===== src/rtl/led_bank_arbiter.sv =====
// led_bank_arbiter: round-robin req/gnt sharing of the low-active LED bank with tick-bounded hold; define LEDARB_FIXED_PRIO_EN for fixed priority.
module led_bank_arbiter #(
    parameter int NUM_REQ        = 4,
    parameter int OWN_W          = 2,
    parameter int HOLD_W         = 4,
    parameter int MAX_HOLD_TICKS = 4
) (
    input  logic                 clkdiv,
    input  logic                 clk_rstx,
    input  logic                 tick,
    input  logic [NUM_REQ-1:0]   req,
    input  logic [8*NUM_REQ-1:0] pat_in,
    output logic [NUM_REQ-1:0]   gnt,
    output logic [OWN_W-1:0]     owner_id,
    output logic                 busy,
    output logic                 preempt,
    output logic [7:0]           ledx
);
    typedef enum logic [1:0] {IDLE, GRANT, HANDOVER} state_t;
    state_t               state, state_n;
    logic [OWN_W-1:0]     last_owner, last_n, owner_n, sel;
    logic [HOLD_W-1:0]    hold_cnt, hold_n;
    logic [NUM_REQ-1:0]   gnt_n;
    logic                 busy_n, preempt_n, own_req, hold_hit;
    logic [7:0]           led_n, pat_sel;

    // Mux only the owned slice so X on other slices cannot reach ledx
    always_comb begin
        pat_sel = '0;
        for (int i = 0; i < NUM_REQ; i++)
            if (owner_id == OWN_W'(i)) pat_sel = pat_in[8*i +: 8];
    end

`ifdef LEDARB_FIXED_PRIO_EN
    always_comb begin
        sel = '0;
        for (int i = NUM_REQ - 1; i >= 0; i--)
            if (req[i]) sel = OWN_W'(i);
    end
`else
    logic [OWN_W-1:0] sel_hi, sel_lo;
    logic             found_hi;
    // Lowest requester above last_owner wins, else wrap to lowest overall
    always_comb begin
        sel_hi   = '0;
        sel_lo   = '0;
        found_hi = 1'b0;
        for (int i = NUM_REQ - 1; i >= 0; i--) begin
            if (req[i]) sel_lo = OWN_W'(i);
            if (req[i] && OWN_W'(i) > last_owner) begin
                sel_hi   = OWN_W'(i);
                found_hi = 1'b1;
            end
        end
        sel = found_hi ? sel_hi : sel_lo;
    end
`endif

    assign own_req  = |(req & gnt);
    assign hold_hit = (MAX_HOLD_TICKS != 0) && (hold_cnt == HOLD_W'(MAX_HOLD_TICKS)) && |(req & ~gnt);

    always_comb begin
        state_n   = state;
        gnt_n     = gnt;
        owner_n   = owner_id;
        busy_n    = busy;
        preempt_n = 1'b0;
        led_n     = ledx;
        hold_n    = hold_cnt;
        last_n    = last_owner;
        case (state)
            IDLE: begin
                led_n  = 8'hFF;
                gnt_n  = '0;
                busy_n = 1'b0;
                if (|req) begin
                    gnt_n   = NUM_REQ'(1) << sel;
                    owner_n = sel;
                    busy_n  = 1'b1;
                    hold_n  = '0;
                    state_n = GRANT;
                end
            end
            GRANT: begin
                led_n = ~pat_sel;
                // Release beats preempt: preempt only flags when the owner still wants the bank
                if (!own_req || hold_hit) begin
                    state_n   = HANDOVER;
                    gnt_n     = '0;
                    busy_n    = 1'b0;
                    led_n     = 8'hFF;
                    preempt_n = own_req;
                end else if (tick && hold_cnt != HOLD_W'(MAX_HOLD_TICKS)) begin
                    hold_n = hold_cnt + 1'b1;
                end
            end
            default: begin
                last_n  = owner_id;
                state_n = IDLE;
            end
        endcase
    end

    always_ff @(posedge clkdiv or negedge clk_rstx) begin
        if (!clk_rstx) begin
            state      <= IDLE;
            gnt        <= '0;
            owner_id   <= '0;
            busy       <= 1'b0;
            preempt    <= 1'b0;
            ledx       <= 8'hFF;
            hold_cnt   <= '0;
            last_owner <= OWN_W'(NUM_REQ - 1);
        end else begin
            state      <= state_n;
            gnt        <= gnt_n;
            owner_id   <= owner_n;
            busy       <= busy_n;
            preempt    <= preempt_n;
            ledx       <= led_n;
            hold_cnt   <= hold_n;
            last_owner <= last_n;
        end
    end
endmodule


===== config.mk =====
export PLATFORM = sky130hd
export DESIGN_NAME = led_bank_arbiter
export DESIGN_NICKNAME = d
export VERILOG_FILES = /design/src/rtl/led_bank_arbiter.sv
export SDC_FILE = /design/constraint.sdc
export NUM_CORES = 1
export LEC_CHECK = 0
export ABC_AREA = 1
export BUFFER_PORTS_ARGS = -buffer_cell sky130_fd_sc_hd__buf_4
export CAP_MARGIN = 20
export CORE_UTILIZATION = 40
export DETAILED_ROUTE_END_ITERATION = 8
export GPL_TIMING_DRIVEN = 0
export PLACE_DENSITY = 0.71
export SYNTH_ARGS = -nofsm -noshare
export SYNTH_HDL_FRONTEND = slang
export SYNTH_SLANG_ARGS = --single-unit
export TNS_END_PERCENT = 20

===== constraint.sdc =====
create_clock -name clkdiv -period 1.55 [get_ports clkdiv]
set_clock_uncertainty 0.2 [all_clocks]
set_input_delay 0 -clock clkdiv [delete_from_list [all_inputs] [get_ports clkdiv]]
set_output_delay 0 -clock clkdiv [all_outputs]
set_load 0.005 [all_outputs]

==> flow_summary.yaml, run 1 <==
run_status:
  status: "complete, but fails checks"
  violations: "negative hold slack, negative setup slack"
final_layout:
  multiInputGateArea_um2: 825.8
  seq_area_um2: 613.1
  antenna_cells: 0
  syn_to_final_growth_pct: 63.45
  fin_area_mm2: 0.002440
  drive_gt1_share_pct: 34.88
  utilization_pct: 70.88
  final_cell_mix: "59 x buf_4, 44 x nand2_1, 31 x dlygate4sd3_1"
  fin_cells: 347
  fill_cells: 285
  fin_nets: 343
  final_common_cell: "buf_4"
hold_path:
  hold_path_class: "in2reg"
  worstHoldStart: "req[3]"
  whs_path_depth: 6
global_routing:
  grt_max_degree: 25
  grt_pass1_vias: 1788
  grt_pass1_wl_um: 8038
  grtUsageTotal_pct: 26.14
  gr-total-overflow: 0
  grt_antenna_before_repair: 0
timing:
  period_share_pct: 102.2
  tightestPinTransition_ns: 0.3015
  whs_ns: -0.01270
  maxSlewViolCount: 0
  period_needed_ns: 1.584
  setup_viol: 8
  rsz0062_at_grt: "true"
  slew_headroom_pct: 79.90
  fmax_mhz: 631.1
  hold_viol_final: 2
  worst_slack_ns: -0.03446
cts:
  cts_tree: "built"
  cts_max_level: 1
  cts_root_buffer: "clkbuf_8"
  worstSkewPairLatency_ns: 0.27
  cts_max_path_buffers: 2
  numCtsBuffers: 3
  clkSinkCount: 24
  cts.clk_slew.worst_paths_ns: 0.09
placement:
  gp_congestion: 0.8753
  dp_cells: 306
  dp_hpwl_um: 2803
  io_buffers: 54
  placed_cell_area_mm2: 0.001956
synthesis:
  synth.cell_area_mm2: 0.001493
  yosys.area_share.simple_pct: 35.62
  synth_seq_cells: 24
  synthAdderAreaFrac_pct: 1.676
  synth_cells: 206
  synth_top_family_by_area: "simple AND/OR/NAND/NOR gates"
  seq_area_frac_synth_pct: 41.07
  synth_nets: 247
  synth_compound_area_share_pct: 12.91
  yosysWarnings: 0
  synth_mux_area_share_pct: 0
  avgSynthCellArea_um2: 7.246
  yosysUniqueCellTypes: 27
  synthXorXnorAreaFrac_pct: 1.174
detailed_routing:
  ant_nets: 0
  dr.pass1.iters: 4
  vias: 1764
  drt-total-wl_um: 4837
  drt_iter0_drc: 84
  wl_per_cell_um: 13.94
  drc: 0
  vias_per_cell: 5.084
run:
  cap_viol_max_count: 0
floorplan:
  die_area_mm2: 0.003980
  fp.dieW_um: 63.09
  die_y_um: 63.09
  rows: 21
  start_util_pct: 43.37
  ios: 55
  core_area_mm2: 0.003442
critical_path:
  crit_arrival_ns: 1.55
  reg2regPathDepth: 9
  worstPathMaxFanout: 10
  crit_path_end_kind: "flip-flop"
  cp-startpoint: "state[1]$_DFFE_PN0P_"
  worstReg2RegStart: "state[1]$_DFFE_PN0P_"
  critPathKind: "reg2reg"
  cp_data_required_time_ns: 1.52
  cp-start-kind: "flip-flop"
power_and_ir_drop:
  cellPowerDensity_mw_per_mm2: 1468
  p_leak_nw: 1.197
  vdd_drop_max_v: 0.0007700
## synth_stat cells
| cell | instances | area, µm² |
|---|---|---|
| nand4_1 | 3 | 18.77 |
| a21oi_1 | 11 | 55.05 |
| o21ai_4 | 2 | 32.53 |
| o21ai_1 | 4 | 20.02 |
| o22a_1 | 1 | 8.760 |
| inv_1 | 19 | 71.32 |
| nand2_1 | 48 | 180.2 |
| inv_2 | 1 | 3.750 |
| or2_1 | 4 | 25.02 |
| nand2_2 | 5 | 31.28 |
| nor3_1 | 4 | 20.02 |
| nand3_1 | 20 | 100.1 |
| nor2_4 | 1 | 11.26 |
| ha_1 | 2 | 25.02 |
| nand2_4 | 2 | 22.52 |
| o22ai_1 | 1 | 6.260 |
| inv_4 | 1 | 6.260 |
| dfstp_2 | 10 | 262.8 |
| xor2_1 | 1 | 8.760 |
| nor2_1 | 31 | 116.4 |
| nor2_2 | 1 | 6.260 |
| clkinv_2 | 1 | 5.000 |
| buf_6 | 1 | 11.26 |
| xnor2_1 | 1 | 8.760 |
| o21ai_0 | 14 | 70.07 |
| dfrtp_1 | 14 | 350.3 |
| buf_2 | 3 | 15.01 |
## metrics by stage
step                      setup TNS [ns]  setup WS, ns  hold slack (ns)  total power [W]
final                            -0.1625      -0.03446         -0.01270         0.003582
after global routing              -1.360       -0.1448          0.01296         0.003874
after CTS                        -0.4887      -0.05955         0.007392         0.003455
after detailed placement         -0.7639      -0.07782          -0.2846         0.002738
after global placement           -0.6675      -0.08002          -0.2848         0.002718
after floorplan                        0       0.05359          -0.4956         0.002148
## metal layers
metal	wire length, µm	GRT usage [%]	up-vias
met4	249	16.28	0
met3	221	3.080	25
li1	-	-	853
met2	2448	46.77	65
met5	0	0	-
met1	1918	29.20	821
## critical path: stages (launching register included)
cell and delay (ns):
dfrtp_1 0.38, buf_6 0.15, inv_6 0.10, nand2_4 0.08, inv_4 0.08, nand2_2 0.07, o21ai_4 0.23, nand2_4 0.08
nand2_1 0.07, nand2_1 0.05
## flip-flops by register name (all words and copies together) (netlist names)
signal / flops
owner_id: 2
preempt: 1
busy: 1
ledx: 8
state: 2
hold_cnt: 4
gnt: 4
last_owner: 2
## layout make-up
cell class,instances,area share (%)
well taps,46,2.359
repair buffers,90,30.87
flip-flops and latches,24,25.13
inverters,22,3.692
multi-input cells,157,33.85
plain buffers,4,1.179
clock buffers,3,1.692
clock inverters,1,1.231
## path summary, 6_finish.rpt
check	endpoint	slack [ns]
setup reg to reg	hold_cnt[0]$_DFFE_PN0P_	-0.03
min in group asynchronous	hold_cnt[1]$_DFFE_PN0P_	0.48
max in group asynchronous	ledx[2]$_DFFE_PN1P_	0.38
setup / recovery	hold_cnt[0]$_DFFE_PN0P_	-0.03
hold reg to reg	ledx[7]$_DFFE_PN1P_	0.31
hold / removal	gnt[2]$_DFFE_PN0P_	-0.01
## logic make-up after synthesis
| logic type | Yosys count |
|---|---|
| XOR/XNOR | 2 |
| buffers and inverters | 26 |
| AO/OA/AOI/OAI | 33 |
| adder cells (fa/ha/maj) | 2 |
| AND/OR/NAND/NOR | 119 |
| flip-flops | 24 |
## repair_timing
| action | CTS | global route |
|---|---|---|
| hold buffers | 31 | 0 |
| pin swaps | 7 | 7 |
| endpoints found under the hold margin | 37 | 0 |
| cloned | 1 | 0 |
| setup buffers | 4 | 1 |
| gates resized for setup | 10 | 16 |
| setup endpoints to repair | 18 | 20 |
## where the power goes
group,switching (W),leakage (nW),internal [W]
clock network,0.000212,0.0357,0.000346
logic,0.00117,0.873,0.000806
registers,0.000158,0.288,0.000892
total,0.00154,1.20,0.00204
(Power assumes the default switching activity.)
==> run 2: changes to the inputs <==
--- a/config.mk
+++ b/config.mk
@@ -8,6 +8,7 @@
 export ABC_AREA = 1
 export BUFFER_PORTS_ARGS = -buffer_cell sky130_fd_sc_hd__buf_4
 export CAP_MARGIN = 20
+export CORE_MARGIN = 3
 export CORE_UTILIZATION = 40
 export DETAILED_ROUTE_END_ITERATION = 8
 export GPL_TIMING_DRIVEN = 0
==> run 2 against run 1 <==
The run still ends with negative hold slack, negative setup slack left. Sequential share of layout area down 0.92 points. Sequential power is essentially flat. Global-route usage fell by 3.1 points. Routed wire length increased by 3.4%. Largest power group unchanged. Worst hold slack improved by 0.0022 ns. Clock-buffer cell count rose by 1. Non-clock buffer count grew 7. Die area up 13%. Clock power fell by 32%. Sequential cell count unchanged. Power is 0.86% higher. Worst setup slack improved by 0.021 ns.
==> flow_summary.yaml, run 2 (synthesized netlist as in run 1, its figures left out) <==
run_status:
  status: "complete, but fails checks"
  violations: "negative hold slack, negative setup slack"
critical_path:
  critPathKind: "reg2reg"
  crit_arrival_ns: 1.52
  cp-start-kind: "flip-flop"
  r2r-end: "hold_cnt[0]$_DFFE_PN0P_"
  cp_data_required_time_ns: 1.51
  worstPathMaxFanout: 9
  crit_path_end_kind: "flip-flop"
  worstReg2RegStart: "state[1]$_DFFE_PN0P_"
  cp-startpoint: "state[1]$_DFFE_PN0P_"
  reg2regPathDepth: 9
  ff2ff_setup_slack_ns: -0.01
  critPathCapture: "hold_cnt[0]$_DFFE_PN0P_"
global_routing:
  grt_max_degree: 25
  gr-total-overflow: 0
  grt_antenna_before_repair: 0
  grtUsageTotal_pct: 23.00
  grt_pass1_vias: 1684
  grt_pass1_wl_um: 7803
final_layout:
  fin_area_mm2: 0.002532
  fill_cells: 275
  drive_gt1_share_pct: 37.99
  largest-register: "ledx"
  utilization_pct: 73.02
  final_cell_mix: "63 x buf_4, 44 x nand2_1, 34 x dlygate4sd3_1"
  antenna_cells: 0
  seq_area_um2: 613.1
  reg_top3: "ledx x8, gnt x4, hold_cnt x4"
  multiInputGateArea_um2: 872.1
  syn_to_final_growth_pct: 69.66
  largest_reg_flops: 8
  final_common_cell: "buf_4"
  fin_nets: 350
placement:
  io_buffers: 54
  placed_cell_area_mm2: 0.001956
  gp_congestion: 0.8527
  dp_hpwl_um: 2999
timing:
  fmax_mhz: 639.8
  maxSlewViolCount: 0
  rsz0062_at_grt: "true"
  hold_viol_final: 1
  period_needed_ns: 1.563
  period_share_pct: 100.8
  setup_viol: 4
  tightestPinTransition_ns: 0.3077
  worst_slack_ns: -0.01304
  whs_ns: -0.01049
  slew_headroom_pct: 79.49
detailed_routing:
  drc: 0
  ant_nets: 0
  vias_per_cell: 4.867
  wl_per_cell_um: 14.12
  vias: 1723
  drt-total-wl_um: 5000
  dr.pass1.iters: 4
  met3_length_um: 170
  routed.top_layer: "met4"
  drt_iter0_drc: 89
  wl_met1_um: 2050
  wl_met2_um: 2565
floorplan:
  ios: 55
  die_area_mm2: 0.004500
  die_y_um: 67.09
  fp.dieW_um: 67.09
  rows: 21
  core_area_mm2: 0.003468
  start_util_pct: 43.04
cts:
  numCtsBuffers: 3
  cts_max_level: 1
  worstSkewPairLatency_ns: 0.26
  cts_max_path_buffers: 2
  cts.clk_slew.worst_paths_ns: 0.08
  cts_root_buffer: "clkbuf_8"
  clkSinkCount: 24
  cts_tree: "built"
power_and_ir_drop:
  p_leak_nw: 1.232
  cellPowerDensity_mw_per_mm2: 1427
  vdd_drop_max_v: 0.0008908
run:
  cap_viol_max_count: 0
hold_path:
  hold_path_class: "in2reg"
run 2: changes by cell type in the layout (fill, tap and decap cells not counted), sizes merged:
cell         previous run  this run
dlygate4sd3            31        34
bufinv                  1         0
buf                    62        67
run 2: layer usage:
metal | global-route usage [%] | up-vias
met4 | 10.89 | 0
met1 | 27.64 | 784
met5 | 0 | -
met3 | 3.879 | 18
met2 | 39.39 | 50
li1 | - | 871
run 2: report_power, final:
part | total [W] | internal [W] | switching [W]
Combinational | 0.00218 | 0.000923 | 0.00126
Sequential | 0.00106 | 0.000893 | 0.000163
Clock | 0.000376 | 0.000184 | 0.000192
run 2: timing repair:
| item | in CTS | in global routing |
|---|---|---|
| endpoints found under the setup margin | 18 | 22 |
| gates cloned | 1 | 0 |
| pin swaps | 4 | 6 |
| hold buffers | 34 | 0 |
| hold endpoints to repair | 37 | 0 |
| setup buffers | 4 | 5 |
| resized for setup | 10 | 31 |
run 2: final cells by class:
cell class	instances	area share, %
Sequential cell	24	24.21
Buffer	4	1.383
Inverter	22	3.656
Tap cell	46	2.273
Multi-Input combinational cell	157	34.44
Timing Repair Buffer	97	32.26
Clock buffer	4	1.779
run 2: worst max-delay path, cell delays in order, from the launching register on:
cell     delay, ns
dfrtp_1       0.38
buf_6         0.14
inv_8         0.08
nand2_4       0.09
inv_4         0.09
nand2_2       0.06
o21ai_4       0.22
nand2_4       0.09
nand2_1       0.06
nand2_1       0.04
run 2: worst min-delay path by stage:
| stage | startpoint | to | slack, ns | cells after the start |
|---|---|---|---|---|
| floorplan | clk_rstx | busy$_DFFE_PN0P_ | -0.50 | 0 |
| global placement | clk_rstx | hold_cnt[0]$_DFFE_PN0P_ | -0.29 | 1 |
| detailed placement | clk_rstx | hold_cnt[2]$_DFFE_PN0P_ | -0.29 | 1 |
| CTS | req[0] | busy$_DFFE_PN0P_ | 0.002 | 5 |
| global route | pat_in[21] | ledx[5]$_DFFE_PN1P_ | 0.05 | 5 |
| finish | pat_in[21] | ledx[5]$_DFFE_PN1P_ | -0.01 | 5 |
run 2: stage by stage:
step | hold slack, ns | setup WS (ns) | setup TNS (ns) | total power, W | cells
finish | -0.01049 | -0.01304 | -0.04378 | 0.003613 | 354
global route | 0.04779 | -0.08444 | -0.6094 | 0.003924 | 354
CTS | 0.002336 | -0.05828 | -0.6061 | 0.003312 | 349
detailed placement | -0.2880 | -0.1272 | -1.645 | 0.002757 | 306
global placement | -0.2859 | -0.07857 | -0.6967 | 0.002724 | 306
floorplan | -0.4956 | 0.05359 | 0 | 0.002148 | 206
==> run 3: changes to the inputs <==
--- a/config.mk
+++ b/config.mk
@@ -12,6 +12,7 @@
 export CORE_UTILIZATION = 40
 export DETAILED_ROUTE_END_ITERATION = 8
 export GPL_TIMING_DRIVEN = 0
+export HOLD_SLACK_MARGIN = 0.1
 export PLACE_DENSITY = 0.71
 export SYNTH_ARGS = -nofsm -noshare
 export SYNTH_HDL_FRONTEND = slang
==> run 3 against run 2 <==
The flow finishes with violations (negative setup slack). Critical path depth is the same. Register-to-register slack is essentially flat. Combinational power shrank 3%. Sequential power is essentially flat. First-iteration DRC count grew 6.7%. Utilization grew 0.25 points. Worst setup slack gained 0.0034 ns. Die area is the same. Non-clock buffer count grew 3. Critical path type unchanged. Largest power group unchanged. Highest routed layer unchanged.
==> flow_summary.yaml, run 3 (synthesized netlist as in run 1, its figures left out) <==
final_layout:
  largest_reg_flops: 8
  syn_to_final_growth_pct: 70.24
  largest-register: "ledx"
  reg_top3: "ledx x8, gnt x4, hold_cnt x4"
  antenna_cells: 0
  final_cell_mix: "62 x buf_4, 44 x nand2_1, 39 x dlygate4sd3_1"
  final_common_cell: "buf_4"
  fin_nets: 353
  drive_gt1_share_pct: 35.37
floorplan:
  die_y_um: 67.09
  start_util_pct: 43.04
  rows: 21
  die_area_mm2: 0.004500
  ios: 55
  fp.dieW_um: 67.09
  core_area_mm2: 0.003468
detailed_routing:
  drt_iter0_drc: 95
  drc: 0
  wl_met1_um: 2028
  drt-total-wl_um: 5108
  vias: 1771
  wl_met2_um: 2605
  vias_per_cell: 4.961
  dr.pass1.iters: 4
  wl_per_cell_um: 14.31
  ant_nets: 0
  routed.top_layer: "met4"
  met3_length_um: 200
cts:
  clkSinkCount: 24
  numCtsBuffers: 3
  cts_max_path_buffers: 2
  cts_root_buffer: "clkbuf_8"
  cts.clk_slew.worst_paths_ns: 0.08
  worstSkewPairLatency_ns: 0.26
  cts_max_level: 1
  cts_tree: "built"
critical_path:
  ff2ff_setup_slack_ns: -0.01
  cp-start-kind: "flip-flop"
  worstPathMaxFanout: 9
  crit_path_end_kind: "flip-flop"
  r2r-end: "hold_cnt[0]$_DFFE_PN0P_"
  worstReg2RegStart: "state[1]$_DFFE_PN0P_"
  critPathKind: "reg2reg"
  cp_data_required_time_ns: 1.51
  crit_arrival_ns: 1.52
  reg2regPathDepth: 9
timing:
  setup_viol: 4
  period_share_pct: 100.6
  maxSlewViolCount: 0
  slew_headroom_pct: 79.54
  period_needed_ns: 1.560
  hold_viol_final: 0
  worst_slack_ns: -0.009676
  tightestPinTransition_ns: 0.3069
  fmax_mhz: 641.2
  rsz0062_at_grt: "true"
  whs_ns: 0.3085
placement:
  dp_slack_ns: -0.1272
  io_buffers: 54
  gp_congestion: 0.8527
  dp_hpwl_um: 2999
hold_path:
  whs_path_depth: 2
  hold_path_class: "reg2reg"
  holdPathEnd: "ledx[3]$_DFFE_PN1P_"
  worstHoldStart: "ledx[3]$_DFFE_PN1P_"
global_routing:
  grt_pass1_wl_um: 8114
  gr-total-overflow: 0
  grt_max_degree: 25
  grtUsageTotal_pct: 24.03
  grt_pass1_vias: 1760
  grt_antenna_before_repair: 0
power_and_ir_drop:
  cellPowerDensity_mw_per_mm2: 1397
  vdd_drop_max_v: 0.0008001
  p_leak_nw: 1.239
run_status:
  violations: "negative setup slack"
  status: "complete, but fails checks"
run:
  cap_viol_max_count: 0
## run 3: cell count changes in the layout (fill, tap and decap cells not counted), sizes merged
cell	delta
dlygate4sd3	+5
buf	-2
## run 3: how the worst max path moves through the flow
stage	from	end	slack [ns]
CTS	hold_cnt[0]$_DFFE_PN0P_	hold_cnt[2]$_DFFE_PN0P_	-0.06
finish	state[1]$_DFFE_PN0P_	hold_cnt[0]$_DFFE_PN0P_	-0.01
floorplan	hold_cnt[0]$_DFFE_PN0P_	hold_cnt[3]$_DFFE_PN0P_	0.05
global placement	hold_cnt[0]$_DFFE_PN0P_	hold_cnt[3]$_DFFE_PN0P_	-0.08
global route	gnt[0]$_DFFE_PN0P_	hold_cnt[0]$_DFFE_PN0P_	-0.08
detailed placement	hold_cnt[0]$_DFFE_PN0P_	hold_cnt[3]$_DFFE_PN0P_	-0.13
## run 3: metrics by stage
| step | total power (W) | setup TNS [ns] | area [µm²] | utilization (%) | instances |
|---|---|---|---|---|---|
| after global placement | 0.002724 | -0.6967 | 1956 | 56.39 | 306 |
| after global routing | 0.003841 | -0.7688 | 2541 | 73.27 | 357 |
| after floorplan | 0.002148 | 0 | 1493 | - | 206 |
| after detailed placement | 0.002757 | -1.645 | 1956 | 56.39 | 306 |
| final | 0.003550 | -0.03052 | 2541 | 73.27 | 357 |
| after CTS | 0.003322 | -0.6061 | 2462 | 71.00 | 354 |
## run 3: layout make-up
cell class / instances / area (µm²)
inverters: 22 / 92.59
multi-input cells: 157 / 855.8
flip-flops and latches: 24 / 613.1
clock buffers: 4 / 45.04
repair buffers: 100 / 848.3
fillers: 273 / 927.1
plain buffers: 4 / 28.78
well taps: 46 / 57.56
## run 3: report_power, final
group          internal (W)  total, W  switching (W)
registers          0.000893   0.00106       0.000164
logic              0.000876   0.00212        0.00124
clock network      0.000184  0.000376       0.000193
total               0.00195   0.00355        0.00160
## run 3: metal layers
metal  global-route usage, %  vias to the layer above
met5                       0                        -
met3                   4.047                       28
met4                   12.15                        0
li1                        -                      879
met2                   41.10                       63
met1                   28.59                      801
## run 3: repair_timing
action | 4_1_cts | 5_1_grt
setup endpoints to repair | 18 | 22
setup buffers | 4 | 3
endpoints found under the hold margin | 45 | 0
pin swaps | 4 | 5
resized for setup | 10 | 22
cloned | 1 | 0
hold buffers | 39 | 0
## run 3: critical path, stage by stage, from the launching register on
cell and delay, ns:
dfrtp_1 0.38, buf_6 0.13, inv_8 0.08, nand2_4 0.09, inv_4 0.09, nand2_2 0.06, o21ai_4 0.23, nand2_4 0.09
nand2_1 0.07, nand2_1 0.04
